==> config.mk <==
export PLATFORM = sky130hd
export DESIGN_NAME = multicycle_control_fsm
export DESIGN_NICKNAME = d
export VERILOG_FILES = /design/src/rtl/mc_control_pkg.sv /design/src/rtl/mc_opcode_decoder.sv /design/src/rtl/multicycle_control_fsm.sv
export SDC_FILE = /design/constraint.sdc
export NUM_CORES = 1
export LEC_CHECK = 0
export ABC_AREA = 1
export BUFFER_PORTS_ARGS = -buffer_cell sky130_fd_sc_hd__buf_2
export CAP_MARGIN = 20
export CORE_ASPECT_RATIO = 0.5
export CORE_MARGIN = 10
export CORE_UTILIZATION = 54
export DETAILED_ROUTE_END_ITERATION = 8
export PLACE_DENSITY = 0.77
export SYNTH_ARGS = -nofsm -noshare
export SYNTH_HDL_FRONTEND = slang
export SYNTH_SLANG_ARGS = --single-unit
==> constraint.sdc <==
create_clock -name clock -period 1.9 [get_ports clock]
set_input_delay 0.095 -clock clock [delete_from_list [all_inputs] [get_ports clock]]
set_output_delay 0.095 -clock clock [all_outputs]
set_load 0.02 [all_outputs]
==> src/rtl/mc_control_pkg.sv <==
// ============================================================================
//  Module   : mc_control_pkg
//  Purpose  : Shared types and constants for the multicycle RV32I control unit.
//             The MULDIV_WAIT state only exists when M_MODULE_EN is defined.
//  Revision : 1.0 - initial release
// ============================================================================
`default_nettype none

package mc_control_pkg;

    typedef enum logic [2:0] {
        ST_FETCH       = 3'd0,
        ST_DECODE      = 3'd1,
        ST_EXECUTE     = 3'd2,
        ST_MEM         = 3'd3,
        ST_WRITEBACK   = 3'd4,
`ifdef M_MODULE_EN
        ST_MULDIV_WAIT = 3'd5,
`endif
        ST_ERROR       = 3'd7
    } state_t;

    typedef enum logic [3:0] {
        CLS_LOAD, CLS_STORE, CLS_OP_IMM, CLS_OP, CLS_OP_SEC, CLS_AUIPC,
        CLS_LUI, CLS_BRANCH, CLS_JAL, CLS_JALR, CLS_FENCE, CLS_MULDIV
    } opclass_t;

    localparam logic [2:0] ALU_OP_ZERO      = 3'b000;
    localparam logic [2:0] ALU_OP_ADD       = 3'b001;
    localparam logic [2:0] ALU_OP_DEFAULT   = 3'b010;
    localparam logic [2:0] ALU_OP_SECONDARY = 3'b011;
    localparam logic [2:0] ALU_OP_M         = 3'b101;

    localparam logic [2:0] WB_SEL_ALU = 3'b000;
    localparam logic [2:0] WB_SEL_MEM = 3'b001;
    localparam logic [2:0] WB_SEL_PC4 = 3'b010;
    localparam logic [2:0] WB_SEL_IMM = 3'b011;

    typedef struct packed {
        logic       fetch;
        logic       ir_we;
        logic       pc_we;
        logic       rf_we;
        logic       a_sel;
        logic       b_sel;
        logic [2:0] alu_op;
        logic       jal;
        logic       jalr;
        logic       branch;
        logic       rd;
        logic       wr;
        logic [2:0] wb_sel;
        logic       md_start;
    } ctrl_t;

    // Control word presented while sitting in state st with instruction class cls.
    function automatic ctrl_t ctrl_for(input state_t st, input opclass_t cls);
        ctrl_t c;
        ctrl_t alu;
        alu = '0;
        case (cls)
            CLS_LOAD, CLS_STORE, CLS_JALR: begin alu.b_sel = 1'b1; alu.alu_op = ALU_OP_ADD; end
            CLS_AUIPC, CLS_JAL: begin
                alu.a_sel  = 1'b1;
                alu.b_sel  = 1'b1;
                alu.alu_op = ALU_OP_ADD;
            end
            CLS_OP_IMM: begin alu.b_sel = 1'b1; alu.alu_op = ALU_OP_DEFAULT; end
            CLS_OP:     alu.alu_op = ALU_OP_DEFAULT;
            CLS_OP_SEC: alu.alu_op = ALU_OP_SECONDARY;
            CLS_BRANCH: alu.alu_op = ALU_OP_ADD;
            CLS_MULDIV: alu.alu_op = ALU_OP_M;
            default:    alu.alu_op = ALU_OP_ZERO;
        endcase

        c = '0;
        case (st)
            ST_FETCH:  c.fetch = 1'b1;
            ST_DECODE: c.ir_we = 1'b1;
            ST_EXECUTE: begin
                c          = alu;
                c.md_start = (cls == CLS_MULDIV);
            end
            ST_MEM: begin
                c    = alu;
                c.rd = (cls == CLS_LOAD);
                c.wr = (cls == CLS_STORE);
            end
`ifdef M_MODULE_EN
            ST_MULDIV_WAIT: c = alu;
`endif
            ST_WRITEBACK: begin
                c        = alu;
                c.pc_we  = 1'b1;
                c.jal    = (cls == CLS_JAL);
                c.jalr   = (cls == CLS_JALR);
                c.branch = (cls == CLS_BRANCH);
                c.rf_we  = !(cls == CLS_STORE || cls == CLS_BRANCH || cls == CLS_FENCE);
                case (cls)
                    CLS_LOAD:          c.wb_sel = WB_SEL_MEM;
                    CLS_JAL, CLS_JALR: c.wb_sel = WB_SEL_PC4;
                    CLS_LUI:           c.wb_sel = WB_SEL_IMM;
                    default:           c.wb_sel = WB_SEL_ALU;
                endcase
            end
            default: c = '0;
        endcase
        return c;
    endfunction

endpackage

`default_nettype wire

==> src/rtl/mc_opcode_decoder.sv <==
// ============================================================================
//  Module   : mc_opcode_decoder
//  Purpose  : Combinational opcode classifier; with M_MODULE_EN, OP with
//             bit30 = 0 and bit25 = 1 is classified as a mul/div op.
//  Revision : 1.0 - initial release
// ============================================================================
`default_nettype none

module mc_opcode_decoder
    import mc_control_pkg::*;
(
    input  logic [6:0] i_opcode,
    input  logic       i_bit_30,
    input  logic       i_bit_25,
    output opclass_t   o_class,
    output logic       o_legal
);

    localparam logic [6:0] OPC_LOAD     = 7'b0000011;
    localparam logic [6:0] OPC_STORE    = 7'b0100011;
    localparam logic [6:0] OPC_OP_IMM   = 7'b0010011;
    localparam logic [6:0] OPC_OP       = 7'b0110011;
    localparam logic [6:0] OPC_AUIPC    = 7'b0010111;
    localparam logic [6:0] OPC_LUI      = 7'b0110111;
    localparam logic [6:0] OPC_BRANCH   = 7'b1100011;
    localparam logic [6:0] OPC_JAL      = 7'b1101111;
    localparam logic [6:0] OPC_JALR     = 7'b1100111;
    localparam logic [6:0] OPC_MISC_MEM = 7'b0001111;

`ifndef M_MODULE_EN
    logic w_unused_bit25;
    assign w_unused_bit25 = i_bit_25;
`endif

    always_comb begin
        o_class = CLS_FENCE;
        o_legal = 1'b1;
        case (i_opcode)
            OPC_LOAD:     o_class = CLS_LOAD;
            OPC_STORE:    o_class = CLS_STORE;
            OPC_OP_IMM:   o_class = CLS_OP_IMM;
            OPC_OP: begin
`ifdef M_MODULE_EN
                if (!i_bit_30 && i_bit_25)
                    o_class = CLS_MULDIV;
                else
`endif
                    o_class = i_bit_30 ? CLS_OP_SEC : CLS_OP;
            end
            OPC_AUIPC:    o_class = CLS_AUIPC;
            OPC_LUI:      o_class = CLS_LUI;
            OPC_BRANCH:   o_class = CLS_BRANCH;
            OPC_JAL:      o_class = CLS_JAL;
            OPC_JALR:     o_class = CLS_JALR;
            OPC_MISC_MEM: o_class = CLS_FENCE;
            default:      o_legal = 1'b0;
        endcase
    end

endmodule

`default_nettype wire

==> src/rtl/multicycle_control_fsm.sv <==
// ============================================================================
//  Module   : multicycle_control_fsm
//  Purpose  : Multicycle RV32I control sequencer (FETCH/DECODE/EXECUTE/MEM/WB)
//             with memory wait-state timeout; M_MODULE_EN adds mul/div sequencing.
//  Revision : 1.0 - initial release
// ============================================================================
`default_nettype none

module multicycle_control_fsm
    import mc_control_pkg::*;
#(
    parameter int ALU_OP_WIDTH = 3,
    parameter int WB_SEL_WIDTH = 3,
    parameter int MEM_TIMEOUT  = 15
) (
    input  logic                    clock,
    input  logic                    reset,
    input  logic [6:0]              inst_opcode,
    input  logic                    inst_bit_30,
    input  logic                    inst_bit_25,
    input  logic                    mem_ready,
    input  logic                    muldiv_done,
    output logic                    inst_fetch_enable,
    output logic                    ir_write_enable,
    output logic                    pc_write_enable,
    output logic                    regfile_write_enable,
    output logic                    alu_operand_a_select,
    output logic                    alu_operand_b_select,
    output logic [ALU_OP_WIDTH-1:0] alu_op_type,
    output logic                    jal_enable,
    output logic                    jalr_enable,
    output logic                    branch_enable,
    output logic                    data_mem_read_enable,
    output logic                    data_mem_write_enable,
    output logic [WB_SEL_WIDTH-1:0] reg_writeback_select,
    output logic                    muldiv_start,
    output logic                    illegal_inst,
    output logic                    mem_timeout
);

    localparam int c_cnt_w = (MEM_TIMEOUT > 0) ? $clog2(MEM_TIMEOUT + 1) : 1;
    localparam logic [c_cnt_w-1:0] c_wait_limit = c_cnt_w'(MEM_TIMEOUT);

    state_t               r_state;
    opclass_t             r_class;
    ctrl_t                r_ctrl;
    logic [c_cnt_w-1:0]   r_wait_cnt;
    logic                 r_illegal;
    logic                 r_timeout;

    opclass_t             w_class;
    opclass_t             w_next_class;
    state_t               w_next_state;
    logic                 w_legal;
    logic                 w_mem_phase;
    logic                 w_limit;
    logic                 w_count_en;

    mc_opcode_decoder u_decoder (
        .i_opcode (inst_opcode),
        .i_bit_30 (inst_bit_30),
        .i_bit_25 (inst_bit_25),
        .o_class  (w_class),
        .o_legal  (w_legal)
    );

    // A fetch only counts as outstanding once the request has actually been driven.
    assign w_mem_phase  = (r_state == ST_FETCH && r_ctrl.fetch) || (r_state == ST_MEM);
    assign w_limit      = (MEM_TIMEOUT != 0) && (r_wait_cnt == c_wait_limit);
    assign w_count_en   = w_mem_phase && !mem_ready && !w_limit && (MEM_TIMEOUT != 0);
    assign w_next_class = (r_state == ST_DECODE) ? w_class : r_class;

    always_comb begin
        w_next_state = r_state;
        case (r_state)
            ST_FETCH: begin
                if (r_ctrl.fetch) begin
                    if (mem_ready)    w_next_state = ST_DECODE;
                    else if (w_limit) w_next_state = ST_ERROR;
                end
            end
            ST_DECODE: w_next_state = w_legal ? ST_EXECUTE : ST_ERROR;
            ST_EXECUTE: begin
                if (r_class == CLS_LOAD || r_class == CLS_STORE)
                    w_next_state = ST_MEM;
`ifdef M_MODULE_EN
                else if (r_class == CLS_MULDIV)
                    w_next_state = ST_MULDIV_WAIT;
`endif
                else
                    w_next_state = ST_WRITEBACK;
            end
            ST_MEM: begin
                if (mem_ready)    w_next_state = ST_WRITEBACK;
                else if (w_limit) w_next_state = ST_ERROR;
            end
`ifdef M_MODULE_EN
            ST_MULDIV_WAIT: if (muldiv_done) w_next_state = ST_WRITEBACK;
`endif
            ST_WRITEBACK: w_next_state = ST_FETCH;
            default:      w_next_state = ST_ERROR;
        endcase
    end

    always_ff @(posedge clock or posedge reset) begin
        if (reset) begin
            r_state    <= ST_FETCH;
            r_class    <= CLS_FENCE;
            r_ctrl     <= '0;
            r_wait_cnt <= '0;
            r_illegal  <= 1'b0;
            r_timeout  <= 1'b0;
        end else begin
            r_state    <= w_next_state;
            r_class    <= w_next_class;
            r_ctrl     <= ctrl_for(w_next_state, w_next_class);
            r_wait_cnt <= w_count_en ? r_wait_cnt + 1'b1 : '0;
            if (r_state == ST_DECODE && !w_legal)
                r_illegal <= 1'b1;
            if (w_mem_phase && !mem_ready && w_limit)
                r_timeout <= 1'b1;
        end
    end

    assign inst_fetch_enable     = r_ctrl.fetch;
    assign ir_write_enable       = r_ctrl.ir_we;
    assign pc_write_enable       = r_ctrl.pc_we;
    assign regfile_write_enable  = r_ctrl.rf_we;
    assign alu_operand_a_select  = r_ctrl.a_sel;
    assign alu_operand_b_select  = r_ctrl.b_sel;
    assign alu_op_type           = ALU_OP_WIDTH'(r_ctrl.alu_op);
    assign jal_enable            = r_ctrl.jal;
    assign jalr_enable           = r_ctrl.jalr;
    assign branch_enable         = r_ctrl.branch;
    assign data_mem_read_enable  = r_ctrl.rd;
    assign data_mem_write_enable = r_ctrl.wr;
    assign reg_writeback_select  = WB_SEL_WIDTH'(r_ctrl.wb_sel);
    assign illegal_inst          = r_illegal;
    assign mem_timeout           = r_timeout;

`ifdef M_MODULE_EN
    assign muldiv_start = r_ctrl.md_start;
`else
    logic [1:0] w_unused_md;
    assign w_unused_md  = {r_ctrl.md_start, muldiv_done};
    assign muldiv_start = 1'b0;
`endif

endmodule

`default_nettype wire

* Word-level counts from Yosys, hierarchy flattened
Cells that the tools add are included.
** Word-level totals
- Output and inout port bits :: 20
- Register bits :: 30
- Bits of input ports :: 13
** Operators by class
- Reduce and logical (&&, ||, !) cells :: 23
- Mux-type cells :: 19
- Equality and inequality tests :: 31
- Add/subtract/negate cells :: 1
** Operator list (number)
- $pmux W16 S3 :: 1
- $pmux W4 S9 :: 1
- $eq A7 B6 Y1 const B :: 3
- $eq A7 B7 Y1 const B :: 3
- $mux W3 :: 7
- $eq A4 B4 Y1 const B :: 5
- $eq A4 B3 Y1 const B :: 4
- $pmux W3 S5 :: 1
- $eq A7 B5 Y1 const B :: 2
- $eq A3 B2 Y1 const B :: 4
- $pmux W3 S4 :: 1
- $reduce_or A6 Y1 :: 2
- $reduce_or A10 Y1 :: 1
- $eq A4 B1 Y1 const B :: 2
- $eq A4 B2 Y1 const B :: 2
- $logic_not A4 Y1 :: 2
- $mux W4 :: 2
- $eq A7 B2 Y1 const B :: 1
- $eq A7 B4 Y1 const B :: 1
- $eq A3 B1 Y1 const B :: 2
- $eq A3 B3 Y1 const B :: 2
- $logic_not A3 Y1 :: 2
- $pmux W2 S3 :: 1
- $reduce_or A2 Y1 :: 3
- other kinds (5) :: 19

* Longest topological paths before layout
Gate-level depths: netlist (run 1).
- Word-level depth :: 8
- Gate-level depth with buffers :: 13

* Hierarchy
From an unflattened synthesis (run 1), not the netlist that was laid out.
** Second synthesis, totals
- Cells, all modules :: 229
- Area, all modules :: 1717.9 µm²
** Modules (own cells, without submodules)
- multicycle_control_fsm :: area each 1435.1 µm², cells each 168, instances 1
- mc_opcode_decoder :: area each 282.8 µm², cells each 61, instances 1

* Least setup slack after synthesis (run 1)
OpenSTA, ideal clock, no wires.
- Path kind :: register to register
- Start :: register r_wait_cnt[0]
- End :: register r_ctrl (netlist bit alu_op_type[0])
- Setup slack :: 334 ps
- Arrival :: 1448 ps
- Cell stages (with the launch flop) :: 12
- Setup time :: 118 ps
- Path through :: dfrtp_1 -> ha_1 -> nand3_1 -> inv_1 -> nand3_1 -> inv_1 -> nor2_2 -> inv_1 -> nand3_1 -> nand2_2 -> nand3_1 -> nand2_1
** On the way
- Cells in the longest elaborated chain, start to end :: 7
- Elaborated cells between the ends (all ways) :: 10
- Those cells by class :: eq/ne (4); mux (6)
** Ends and longest elaborated chain
- start, declared :: RTL line multicycle_control_fsm.sv:47 : logic [c_cnt_w-1:0] r_wait_cnt;
- start signal, assigned :: RTL line multicycle_control_fsm.sv:117 : r_wait_cnt <= w_count_en ? r_wait_cnt + 1'b1 : '0;
- $eq A4 B4 Y1 * :: RTL line multicycle_control_fsm.sv:69 : assign w_limit = (MEM_TIMEOUT != 0) && (r_wait_cnt == c_wait_limit);
- $mux W3 * :: RTL line multicycle_control_fsm.sv:79, multicycle_control_fsm.sv:95
- $mux W3 :: RTL line multicycle_control_fsm.sv:78 : if (mem_ready) w_next_state = ST_DECODE;
- $mux W3 :: RTL line multicycle_control_fsm.sv:77 : if (r_ctrl.fetch) begin
- $pmux W3 S5 * :: RTL line multicycle_control_fsm.sv:75 : case (r_state)
- named net w_next_state[1] :: RTL line multicycle_control_fsm.sv:53 : state_t w_next_state;
- $eq A3 B3 Y1 or $eq A3 B2 Y1 (tied branches) :: RTL line mc_control_pkg.sv:77 : case (st)
- $pmux W16 S3 * :: RTL line mc_control_pkg.sv:77
- end signal, assigned :: RTL line multicycle_control_fsm.sv:116 : r_ctrl <= ctrl_for(w_next_state, w_next_class);
- end, declared :: RTL line multicycle_control_fsm.sv:46 : ctrl_t r_ctrl;
The timed path passes the listed nets; every way through them passes the cells marked *.
A chain may end at the register's enable or synchronous reset.

* Worst setup path after layout (run 1)
- Start :: register r_state[0]
- End :: register r_ctrl (netlist bit alu_op_type[0])
** On the way
- Cells in the longest elaborated chain, start to end :: 6
- Elaborated cells between the ends (all ways) :: 28
- Those cells by class :: eq/ne (16); mux (8); reduce/logical (4)
** Ends and longest elaborated chain
- start, declared :: RTL line multicycle_control_fsm.sv:44 : state_t r_state;
- start signal, assigned :: RTL line multicycle_control_fsm.sv:114 : r_state <= w_next_state;
- $eq A3 B1 Y1 or $mux W3 (tied branches)
- $mux W4 or $mux W3 (tied branches) :: RTL line multicycle_control_fsm.sv:71, multicycle_control_fsm.sv:78
- $eq A4 B1 Y1, or another cell as far along :: RTL line mc_control_pkg.sv:61 : case (cls)
- $reduce_or A6 Y1 (no line), or another cell as far along
- $pmux W3 S4, or another cell as far along :: RTL line mc_control_pkg.sv:61
- $pmux W16 S3 * :: RTL line mc_control_pkg.sv:77
Every way passes the cells marked *; elsewhere a longest branch is shown, timed or not.

==> key figures, run 1 <==
Yosys
  • Synth Instances: around 210
  • Mux cell area share after synthesis: 0
  • Fraction of the mapped netlist area in adder cells: 0.007800
  • Post-synth EDFFs: 0
  • Most frequent cells after synthesis: 45 x nand2_1, 41 x nor2_1, 27 x dfrtp_1, 27 x inv_1, 19 x nand3_1
  • Post-synth ARST share: 1.000
  • XOR/XNOR share of the synthesized area: 0.01092
  • Largest family of logic cells by synthesized area: simple AND/OR/NAND/NOR gates
  • Cell variety after synth: 30
  • Yosys Warn Count: 0
  • Dominant cells by area after synthesis: dfrtp_1 42%, nand2_1 11%, nor2_1 9.6%
  • Cell Area, Synth: 1604 um^2
  • Flops & latches, synth: 29
  • Post-synth top area share: 0.4212
  • Synth Area in Compound Gates: 0.03198
  • Post-synthesis simple-gate area fraction: 0.4087
  • Count leader, synth: nand2_1
  • Synth area leader: dfrtp_1
  • Post-synth top flop: dfrtp_1
  • Avg Inst Size Synth: between 7 and 8 um^2
  • Post-synthesis sequential area ratio: 0.4540

Final layout
  • Final instance area: 1917 um^2
  • Layout cell share with drive strength beyond 1: 0.2960
  • Multi-input gate area: around 770 um^2
  • Layout area overhead: 19.50%
  • Layout Nets: 263
  • Layout Utilization: 0.7057
  • Sequential cell area: 728.2 um^2
  • Ant. Diodes: 0
  • Fill count: 210

Power
  • Worst vdd ir: approximately 0.39 mV
  • Internal: between 0.8 and 0.9 mW
  • Combinational share of power: 0.057
  • Lkg Pwr: approximately 1.1 nW
  • Pwr dens: 607.5 nW/um^2
  • Switching power total: 0.2724 mW
  • Seq pwr share: 0.532
  • Power Total: 1.164 mW
  • Power share of the clock group: 0.411
  • Switching Share: 0.2340

Critical path
  • R2r endpoint: alu_op_type[0]
  • Worst r2r src: r_state[0]
  • Worst endpoint data arrival time: 1.90 ns
  • R2R depth: 8
  • Worst setup path start: r_state[0]
  • Critical Path RT: 2.06 ns
  • CP Max Fanout: 6
  • Worst R2R Setup Slack: between 0.15 and 0.2 ns
  • Endpoint class of the critical path: register
  • CP Capture Point: alu_op_type[0]
  • Critical path type: register to register
  • CP Launch Type: register

Clocking
  • Clk root buf: clkbuf_8
  • CTS sink count: 29
  • TritonCTS buffer count: 5
  • Clock slew at reported path FFs: 0.07 ns
  • TritonCTS clock tree: yes
  • Clock latency on the worst-skew pair: ~0.28 ns
  • CTS Buffer Depth: 2
  • H-tree depth: 2

Timing
  • Setup violators final: 0
  • Final setup skew: between 0.008 and 0.009 ns
  • Fin crit period: between 1.5 and 2 ns
  • Setup TNS: 0 ns
  • Worst setup margin: 0.1680 ns
  • Period Utilization, post-route: 0.9116
  • Final hold vios: 0
  • Max Slew Vio Count: 0
  • Peak Freq: 577.4 MHz

GRT
  • Vias in the first global route: roughly 1,300
  • Total grt overflow: 0
  • Initial antenna violation count: 0
  • Largest net degree at the start of global routing: 30
  • First-pass GRT wire length: 5.996 mm
  • Gr usage total: 0.1254

Placement
  • GP Congestion: around 0.9
  • Pre-CTS setup slack: 0.1272 ns
  • PortBufs: 28
  • Cell Area, Placed: 1787 um^2
  • Dpl hpwl: 2.700 mm

Floorplanning
  • Number of top-level pins: 33
  • Core ar.: approximately 2700 um^2
  • Die Area: 5683 um^2
  • Die X: between 90 and 100 um
  • Die Ht: 58.54 um
  • Starting Density: 0.5905
  • Placement Rows: 13

Drt
  • Total wire length: 3.409 mm
  • Vias/cell: 4.780
  • Initial DRT Pass Iterations: 4
  • Drt wl/cell: approximately 12 um
  • Antenna Nets Post-Route: 0
  • DRC Markers: 0
  • DR iter-0 viols: 73
  • Vias: 1,372

Flow run
  • Maxcap violations: 0

Hold path
  • Worst hold path type: primary input to register

Status
  • Outcome: finished, final reports clean
## stage by stage
| stage | std cells | hold WS, ns |
|---|---|---|
| finish | 287 | 0.2587 |
| global route | 287 | 0.2971 |
| CTS | 285 | 0.2573 |
| detailed placement | 276 | 0.1801 |
| global placement | 276 | 0.1745 |
| floorplan | 212 | 0.1716 |
## power groups by stage
stage	clock [mW]	combinational [mW]	sequential [mW]
detailed placement	0	0.0649	0.631
global route	0.516	0.0762	0.619
CTS	0.489	0.0666	0.619
global placement	0	0.0630	0.631
finish	0.479	0.0659	0.620
floorplan	0	0.0426	0.631
## per-layer routing
| layer | wire length (um) | vias to the layer above | track usage |
|---|---|---|---|
| li1 | - | 723 | - |
| met4 | 32 | 0 | 0.03340 |
| met2 | 1445 | 46 | 0.1932 |
| met3 | 244 | 5 | 0.04540 |
| met1 | 1686 | 598 | 0.1634 |
| met5 | 0 | - | 0 |
## how the worst min path moves through the flow
stage | startpoint | endpoint | slack [ns] | cells past startpoint
2_1_floorplan | reset | alu_op_type[0] | 0.17 | 1
3_3_place_gp | reset | reg_writeback_select[1] | 0.17 | 3
3_5_place_dp | reset | pc_write_enable | 0.18 | 3
4_1_cts | mem_ready | mem_timeout | 0.26 | 5
5_1_grt | mem_ready | mem_timeout | 0.30 | 5
6_report | mem_ready | mem_timeout | 0.26 | 5
## placed cells by master (no fill, tap or decap), types with 2 or more instances in the layout
master / synthesis / final
clkinv_2: 0 / 2
nor2_1: 41 / 41
dfstp_2: 2 / 2
nand2_1: 45 / 45
nor3_1: 3 / 3
inv_2: 5 / 5
inv_1: 27 / 27
nand3_2: 2 / 5
nor2_2: 5 / 4
dfrtp_1: 27 / 27
nand2_2: 8 / 8
nand3_1: 19 / 16
or2_2: 2 / 2
conb_1: 1 / 2
nor2_4: 2 / 3
buf_4: 2 / 3
a21oi_1: 5 / 5
buf_2: 0 / 28
clkbuf_8: 0 / 5
nand4_1: 2 / 2
## flip-flops by register name, summed over array words and instances, names as in the netlist
register / count
alu_op_type: 3
alu_operand_a_select: 1
alu_operand_b_select: 1
branch_enable: 1
data_mem_read_enable: 1
data_mem_write_enable: 1
illegal_inst: 1
inst_fetch_enable: 1
ir_write_enable: 1
jal_enable: 1
jalr_enable: 1
mem_timeout: 1
pc_write_enable: 1
r_class: 4
r_state: 3
r_wait_cnt: 4
reg_writeback_select: 2
regfile_write_enable: 1
## repair_timing
action,4_1_cts,5_1_grt
endpoints found under the setup margin,0,7
resized for setup,0,5
hold buffers,1,0
hold endpoints to repair,27,0
buffers inserted,0,2
## critical path: stages, from the launching register on
cell and delay [ns]:
dfrtp_1 0.36, inv_1 0.08, nor3_4 0.28, o21ai_0 0.12, nand3b_2 0.33, nand4_4 0.15, nand2_2 0.10, nand3_1 0.11
nand2_1 0.07
## layout make-up
| cell class | count | share of cell area |
|---|---|---|
| repair buffers | 32 | 0.09008 |
| well taps | 37 | 0.02415 |
| flip-flops and latches | 29 | 0.3799 |
| clock inverters | 2 | 0.005222 |
| inverters | 32 | 0.06266 |
| clock buffers | 6 | 0.03786 |
| multi-input cells | 149 | 0.4001 |
## logic make-up (layout without fill, tap and decap cells)
family / Yosys count / count (layout)
AOI/OAI and AO/OA: 9 / 9
xor gates and xnor gates: 2 / 2
adders and majority gates: 1 / 1
buffers and inverters: 34 / 72
DFF: 29 / 29
other: 1 / 2
and+or+nand+nor: 135 / 135
Power figures use the tool's default switching activity.
==> run 2, diff against run 1 <==
--- a/config.mk
+++ b/config.mk
@@ -5,7 +5,6 @@
 export SDC_FILE = /design/constraint.sdc
 export NUM_CORES = 1
 export LEC_CHECK = 0
-export ABC_AREA = 1
 export BUFFER_PORTS_ARGS = -buffer_cell sky130_fd_sc_hd__buf_2
 export CAP_MARGIN = 20
 export CORE_ASPECT_RATIO = 0.5
==> run 2 against run 1 <==
Net effect: cell count is 17% lower; non-clock buffer count is 9 higher; global-route usage grew 1.2 points; first-iteration DRC count is 12% lower; synthesized cell count is 23% lower; sequential power grew 11%; count of clock-buffer cells in the layout grew 1; sequential share of layout area is 0.86 points lower; critical endpoint is now regfile_write_enable; largest cell class unchanged.
==> key figures, run 2 <==
Clocking
  • CTS sink count: 29 (unchanged)
  • Clk root buf: clkbuf_8
  • Clock slew at reported path FFs: 0.06 ns (about the same)
  • TritonCTS clock tree: yes
  • Clock latency on the worst-skew pair: 0.28 ns (about the same)
  • H-tree depth: 2 (unchanged)
  • TritonCTS buffer count: 5 (unchanged)
  • CTS Buffer Depth: 2 (unchanged)

Status
  • Outcome: finished, final reports clean

Yosys
  • Most frequent cells after synthesis: 27 x dfrtp_1, 15 x nor2_1, 13 x nand2_1
  • Cell Area, Synth: 1573 um^2 (-2.0%)
  • Post-synth EDFFs: 0 (unchanged)
  • Flops & latches, synth: 29 (unchanged)
  • Avg Inst Size Synth: 9.708 um^2 (+28%)
  • Post-synthesis sequential area ratio: 0.4630 (+0.009029)
  • Post-synth top area share: 0.4296 (+0.008377)
  • Dominant cells by area after synthesis: dfrtp_1 43%, nor2_1 3.6%, dfstp_2 3.3%
  • Synth Instances: 162 (-23%)
  • Synth area leader: dfrtp_1
  • Count leader, synth: dfrtp_1
  • Yosys Warn Count: 0 (unchanged)
  • Post-synth ARST share: 1.000 (unchanged)
  • Cell variety after synth: 57 (+90%)
  • Post-synth top flop: dfrtp_1

Critical path
  • Critical Path RT: 2.12 ns (+0.06 ns)
  • CP peak stage delay: 0.45 ns (+0.09 ns)
  • CP Max Fanout: 5 (-1)
  • Crit path cell chain: or3b_4, nor2_2, o211ai_2, and3b_2, a31oi_2, o21a_1
  • Worst endpoint data arrival time: 2.08 ns (+0.18 ns)
  • Cell family with most CP delay: simple AND/OR/NAND/NOR gates
  • CP Launch Type: register
  • Endpoint class of the critical path: register
  • Critical path type: register to register
  • Worst path bufs/invs: 0 (-1)
  • CP max stage cell: dfrtp_1
  • R2R depth: 6 (-2)
  • CP Depth: 6 (-2)

Floorplanning
  • Core ar.: 2684 um^2 (-1.2%)
  • Die X: 96.32 um (-0.78%)
  • Placement Rows: 13 (unchanged)
  • Number of top-level pins: 33 (unchanged)
  • Die Ht: 58.16 um (-0.65%)
  • Starting Density: 0.5860 (-0.004497)
  • Die Area: 5602 um^2 (-1.4%)

GRT
  • First-pass GRT wire length: 6.203 mm (+3.5%)
  • Gr usage total: 0.1372 (+0.01186)
  • Vias in the first global route: 1,323 (-1.0%)
  • Initial antenna violation count: 0 (unchanged)
  • Total grt overflow: 0 (unchanged)
  • Largest net degree at the start of global routing: 30 (unchanged)

Timing
  • Setup violators final: 0 (unchanged)
  • Worst-margin pin slew: 0.5327 ns
  • RSZ-0062 raised after global routing: yes
  • Final setup skew: 0.002296 ns (-0.005864 ns)
  • Fin crit period: 1.856 ns (+0.1240 ns)
  • Final hold vios: 0 (unchanged)
  • Peak Freq: 538.8 MHz (-6.7%)
  • Slew headroom: 0.6411
  • Max Slew Vio Count: 0 (unchanged)
  • Period Utilization, post-route: 0.9768 (+0.06524)

Placement
  • Cell Area, Placed: 1724 um^2 (-3.5%)
  • Dpl hpwl: 2.659 mm (-1.5%)
  • GP Congestion: 0.8545 (-3.5%)
  • DP Cell Count: 224 (-19%)
  • PortBufs: 28 (unchanged)

Final layout
  • Layout area overhead: 25.14%
  • Most frequent cells in the layout: 28 x buf_2, 25 x dfrtp_1, 13 x nand2_1, 13 x nor2_1, 12 x buf_4
  • Final instance area: 1968 um^2 (+2.7%)
  • Commonest non-fill, non-tap cell in the layout: buf_2
  • Ant. Diodes: 0 (unchanged)
  • Layout cell share with drive strength beyond 1: 0.3861 (+0.09014)
  • Largest regs: r_class x4, r_wait_cnt x4
  • Fin cells: 239 (-17%)
  • Layout Nets: 215 (-18%)

Drt
  • Met3 wire len: 293 um (+20%)
  • M1 wire length: 1.766 mm (+4.7%)
  • Drt wl/cell: 16.68 um (+40%)
  • DRC Markers: 0 (unchanged)
  • Initial DRT Pass Iterations: 4 (unchanged)
  • DR iter-0 viols: 64 (-12%)
  • Antenna Nets Post-Route: 0 (unchanged)
  • Vias/cell: 5.791 (+21%)
  • Vias: 1,384 (+0.87%)
  • Met2 WL: 1.879 mm (+30%)
  • Highest routed layer: met4
  • Total wire length: 3.986 mm (+17%)

Hold path
  • Worst hold path type: primary input to register
  • Hold depth: 3 (-2)

Flow run
  • Maxcap violations: 0 (unchanged)

Power
  • Lkg Pwr: 0.9116 nW (-16%)
  • Pwr dens: 845.9 nW/um^2 (+39%)
  • Worst vdd ir: 0.4893 mV (+26%)
[run 2: cell types whose count changed in the layout (fill, tap and decap cells not counted), moves of 5 or more]
cell     before  now
nand2_1      45   13
nor2_1       41   13
inv_1        27    6
nand3_1      16    4
buf_4         3   12
nand2_2       8    1
a21oi_1       5   10
nand3_2       5    0
[run 2: per-layer routing]
metal	GRT usage	up-vias
li1	-	664
met1	0.1712	659
met2	0.2221	55
met3	0.03594	6
met4	0.05350	0
met5	0	-
[run 2: logic make-up (layout without fill, tap and decap cells)]
family	count (synthesis)	in the layout	synth area share
DFF	29	29	0.4630
adders and majority gates	1	1	0.007954
and+or+nand+nor	73	74	0.2618
AOI/OAI and AO/OA	35	36	0.1631
buffers and inverters	20	57	0.08352
xor gates and xnor gates	1	1	0.005570
other	1	2	0.002384
muxes	2	2	0.01273
[run 2: per-stage QoR]
step / total power, mW / TNS, ns / hold WS [ns] / utilization / setup WS (ns)
6_report: 1.665 / 0 / 0.2134 / 0.7333 / 0.04400
5_1_grt: 1.730 / -0.1045 / 0.2326 / 0.7333 / -0.02955
4_1_cts: 1.632 / 0 / 0.1988 / 0.6923 / 0.02684
3_5_place_dp: 0.9723 / -0.002209 / 0.1790 / 0.6424 / -0.002209
3_3_place_gp: 0.9632 / 0 / 0.1757 / 0.6424 / 0.04776
2_1_floorplan: 0.8952 / 0 / 0.1716 / - / 0.06321
[run 2: where the power goes]
group / internal (mW) / switching [mW]
sequential: 0.657 / 0.0333
combinational: 0.117 / 0.198
clock: 0.427 / 0.233
[run 2: what timing repair did]
item	CTS	global route
pin swaps	0	5
hold endpoints to repair	27	0
gates resized for setup	0	16
hold buffers	1	0
setup buffers	1	3
setup endpoints to repair	2	10
gates cloned	0	2
[run 2: final timing paths]
| path | start | slack [ns] | endpoint |
|---|---|---|---|
| max in group asynchronous | reset | 1.17 | r_class[3] |
| min in group asynchronous | reset | 0.42 | jal_enable |
| worst min register to register | mem_timeout | 0.47 | mem_timeout |
| worst max-delay path | r_state[1] | 0.04 | regfile_write_enable |
| worst min-delay path | mem_ready | 0.21 | r_state[2] |
| worst max register to register | r_state[1] | 0.04 | regfile_write_enable |
[run 2: tightest hold or removal path, stage by stage]
cell and delay [ns]:
buf_2 0.12, o31ai_1 0.08, o211ai_1 0.14
[run 2: cell type report]
| class | count | area (um^2) |
|---|---|---|
| multi-input cells | 116 | 802.0 |
| flip-flops and latches | 29 | 730.7 |
| fillers | 201 | 715.7 |
| repair buffers | 41 | 240.2 |
| clock buffers | 7 | 86.33 |
| well taps | 37 | 46.29 |
| inverters | 8 | 32.53 |
| clock inverters | 1 | 30.03 |
==> run 3, diff against run 2 <==
--- a/config.mk
+++ b/config.mk
@@ -6,12 +6,13 @@
 export NUM_CORES = 1
 export LEC_CHECK = 0
 export BUFFER_PORTS_ARGS = -buffer_cell sky130_fd_sc_hd__buf_2
-export CAP_MARGIN = 20
 export CORE_ASPECT_RATIO = 0.5
 export CORE_MARGIN = 10
 export CORE_UTILIZATION = 54
 export DETAILED_ROUTE_END_ITERATION = 8
 export PLACE_DENSITY = 0.77
+export RECOVER_POWER = 25
+export SKIP_LAST_GASP = 1
 export SYNTH_ARGS = -nofsm -noshare
 export SYNTH_HDL_FRONTEND = slang
 export SYNTH_SLANG_ARGS = --single-unit
==> run 3 against run 2 <==
Net effect: the flow now finishes with violations (negative setup slack); critical path depth unchanged; utilization fell by 0.65 points; non-clock buffer count stayed put; global-route usage did not move.
==> key figures, run 3 (same netlist as run 2, synthesis figures left out) <==
GRT
  • Gr usage total: 0.1372 (unchanged)
  • Total grt overflow: 0 (unchanged)
  • Vias in the first global route: 1,323 (unchanged)
  • Largest net degree at the start of global routing: 30 (unchanged)
  • Initial antenna violation count: 0 (unchanged)
  • First-pass GRT wire length: 6.203 mm (unchanged)

Placement
  • PortBufs: 28 (unchanged)
  • GP Congestion: 0.8545 (unchanged)
  • Cell Area, Placed: 1724 um^2 (unchanged)
  • DP Cell Count: 224 (unchanged)
  • Dpl hpwl: 2.659 mm (unchanged)

Critical path
  • Cell family with most CP delay: compound AO/OA/AOI/OAI gates
  • CP peak stage delay: 0.46 ns (about the same)
  • Critical Path RT: 2.04 ns (-0.08 ns)
  • CP Launch Type: register
  • Worst endpoint data arrival time: 2.06 ns (-0.02 ns)
  • Worst path bufs/invs: 1 (+1)
  • Crit path cell chain: or3b_4, nor3_4, a32o_2, inv_2, a22oi_1, a21oi_1
  • CP max stage cell: or3b_4
  • CP Max Fanout: 5 (unchanged)
  • Worst r2r src: r_state[2]
  • Critical path type: register to register
  • Endpoint class of the critical path: register
  • Worst setup path start: r_state[2]

Status
  • Outcome: finished with violations
  • Violations in the final reports: negative setup slack

Clocking
  • Clock slew at reported path FFs: 0.06 ns (about the same)
  • Clock latency on the worst-skew pair: 0.28 ns (about the same)
  • TritonCTS clock tree: yes
  • H-tree depth: 2 (unchanged)
  • CTS Buffer Depth: 2 (unchanged)
  • CTS sink count: 29 (unchanged)
  • Clk root buf: clkbuf_8
  • TritonCTS buffer count: 5 (unchanged)

Drt
  • Vias/cell: 5.741 (-0.87%)
  • DRC Markers: 0 (unchanged)
  • Initial DRT Pass Iterations: 4 (unchanged)
  • DR iter-0 viols: 73 (+14%)
  • Drt wl/cell: 16.50 um (-1.1%)
  • Total wire length: 3.943 mm (-1.1%)
  • Antenna Nets Post-Route: 0 (unchanged)
  • Vias: 1,372 (-0.87%)

Floorplanning
  • Die X: 96.32 um (unchanged)
  • Starting Density: 0.5860 (unchanged)
  • Placement Rows: 13 (unchanged)
  • Core ar.: 2684 um^2 (unchanged)
  • Die Area: 5602 um^2 (unchanged)
  • Die Ht: 58.16 um (unchanged)
  • Number of top-level pins: 33 (unchanged)

Power
  • Lkg Pwr: 0.9111 nW (about the same)
  • Switching power total: 0.4480 mW (-3.5%)
  • Combinational share of power: 0.186 (-0.003)
  • Seq pwr share: 0.416 (+0.002)
  • Power Total: 1.647 mW (-1.1%)
  • Internal: 1.199 mW (-0.12%)
  • Switching Share: 0.2720 (-0.006969)
  • Worst vdd ir: 0.4873 mV (-0.41%)
  • Power share of the clock group: 0.398 (about the same)
  • Pwr dens: 844.3 nW/um^2 (-0.19%)

Final layout
  • Ant. Diodes: 0 (unchanged)
  • Sequential cell area: 729.5 um^2 (-0.17%)
  • Layout Nets: 215 (unchanged)
  • Layout area overhead: 24.03%
  • Fill count: 201 (unchanged)
  • Layout cell share with drive strength beyond 1: 0.3663 (-0.01980)
  • Final instance area: 1951 um^2 (-0.89%)
  • Largest regs: r_class x4, r_wait_cnt x4
  • Most frequent cells in the layout: 28 x buf_2, 26 x dfrtp_1, 14 x nor2_1
  • Fin cells: 239 (unchanged)
  • Commonest non-fill, non-tap cell in the layout: buf_2
  • Multi-input gate area: 788.3 um^2 (-1.7%)

Flow run
  • Maxcap violations: 0 (unchanged)

Timing
  • Final setup skew: 0.003506 ns (+0.001210 ns)
  • Fin crit period: 1.920 ns (+0.06389 ns)
  • RSZ-0062 raised after global routing: yes
  • Worst setup margin: -0.01989 ns (-0.06389 ns)
  • Period Utilization, post-route: 1.010 (+0.03363)
  • Final hold vios: 0 (unchanged)
  • Setup TNS: -0.01989 ns (-0.01989 ns)
  • Worst-margin pin slew: 0.7001 ns (+0.1674 ns)
  • Slew headroom: 0.5332 (-0.1079)
  • Setup violators final: 1 (+1)
  • Peak Freq: 520.9 MHz (-3.3%)
  • Max Slew Vio Count: 0 (unchanged)

Hold path
  • HP Start: mem_ready
  • Worst hold path type: primary input to register
==> run 3: cell count changes in the layout (fill, tap and decap cells not counted), sizes merged <==
cell	delta
clkbuf	+1
buf	-1
==> run 3: path summary, 6_finish.rpt <==
| check | endpoint | slack (ns) | cells after the start |
|---|---|---|---|
| max | alu_operand_b_select | -0.02 | 6 |
| min | r_state[2] | 0.23 | 3 |
| max reg2reg | alu_operand_b_select | -0.02 | 6 |
| min reg2reg | mem_timeout | 0.47 | 1 |
| max in group asynchronous | r_state[0] | 0.86 | 4 |
| min in group asynchronous | data_mem_read_enable | 0.55 | 4 |
==> run 3: timing repair <==
| item | CTS | global route |
|---|---|---|
| gates resized for setup | 0 | 12 |
| pin swaps | 0 | 5 |
| hold buffers | 1 | 0 |
| buffers inserted | 1 | 3 |
| endpoints found under the setup margin | 2 | 10 |
| endpoints found under the hold margin | 27 | 0 |
| cloned | 0 | 2 |
==> run 3: layout make-up <==
type                            instances  area share
Multi-Input combinational cell        116      0.4041
Sequential cell                        29      0.3740
Timing Repair Buffer                   41      0.1219
Clock buffer                            7     0.04426
Tap cell                               37     0.02373
Inverter                                8     0.01668
Clock inverter                          1     0.01539
==> run 3: layer usage <==
metal | wire length [um] | GRT usage | share of wire
met5 | 0 | 0 | 0
met2 | 1800 | 0.2221 | 0.46
met4 | 84 | 0.05350 | 0.021
met1 | 1777 | 0.1712 | 0.45
met3 | 281 | 0.03594 | 0.071
==> run 3: worst register-to-register path, cell delays in order, from the launching register on <==
cell     delay [ns]
dfrtp_1        0.44
or3b_4         0.46
nor3_4         0.15
a32o_2         0.31
inv_2          0.09
a22oi_1        0.20
a21oi_1        0.12
==> run 3: power by group through the flow <==
| stage | combinational [mW] | clock [mW] | sequential [mW] |
|---|---|---|---|
| CTS | 0.286 | 0.662 | 0.684 |
| finish | 0.307 | 0.655 | 0.685 |
| floorplan | 0.194 | 0 | 0.701 |
| detailed placement | 0.277 | 0 | 0.695 |
| global route | 0.340 | 0.686 | 0.691 |
| global placement | 0.269 | 0 | 0.694 |
==> run 3: stage by stage <==
step / util / setup WS [ns] / hold WS (ns)
2_1_floorplan: - / 0.06321 / 0.1716
4_1_cts: 0.6923 / 0.02684 / 0.1988
5_1_grt: 0.7268 / -0.1230 / 0.2315
3_3_place_gp: 0.6424 / 0.04776 / 0.1757
6_report: 0.7268 / -0.01989 / 0.2345
3_5_place_dp: 0.6424 / -0.002209 / 0.1790
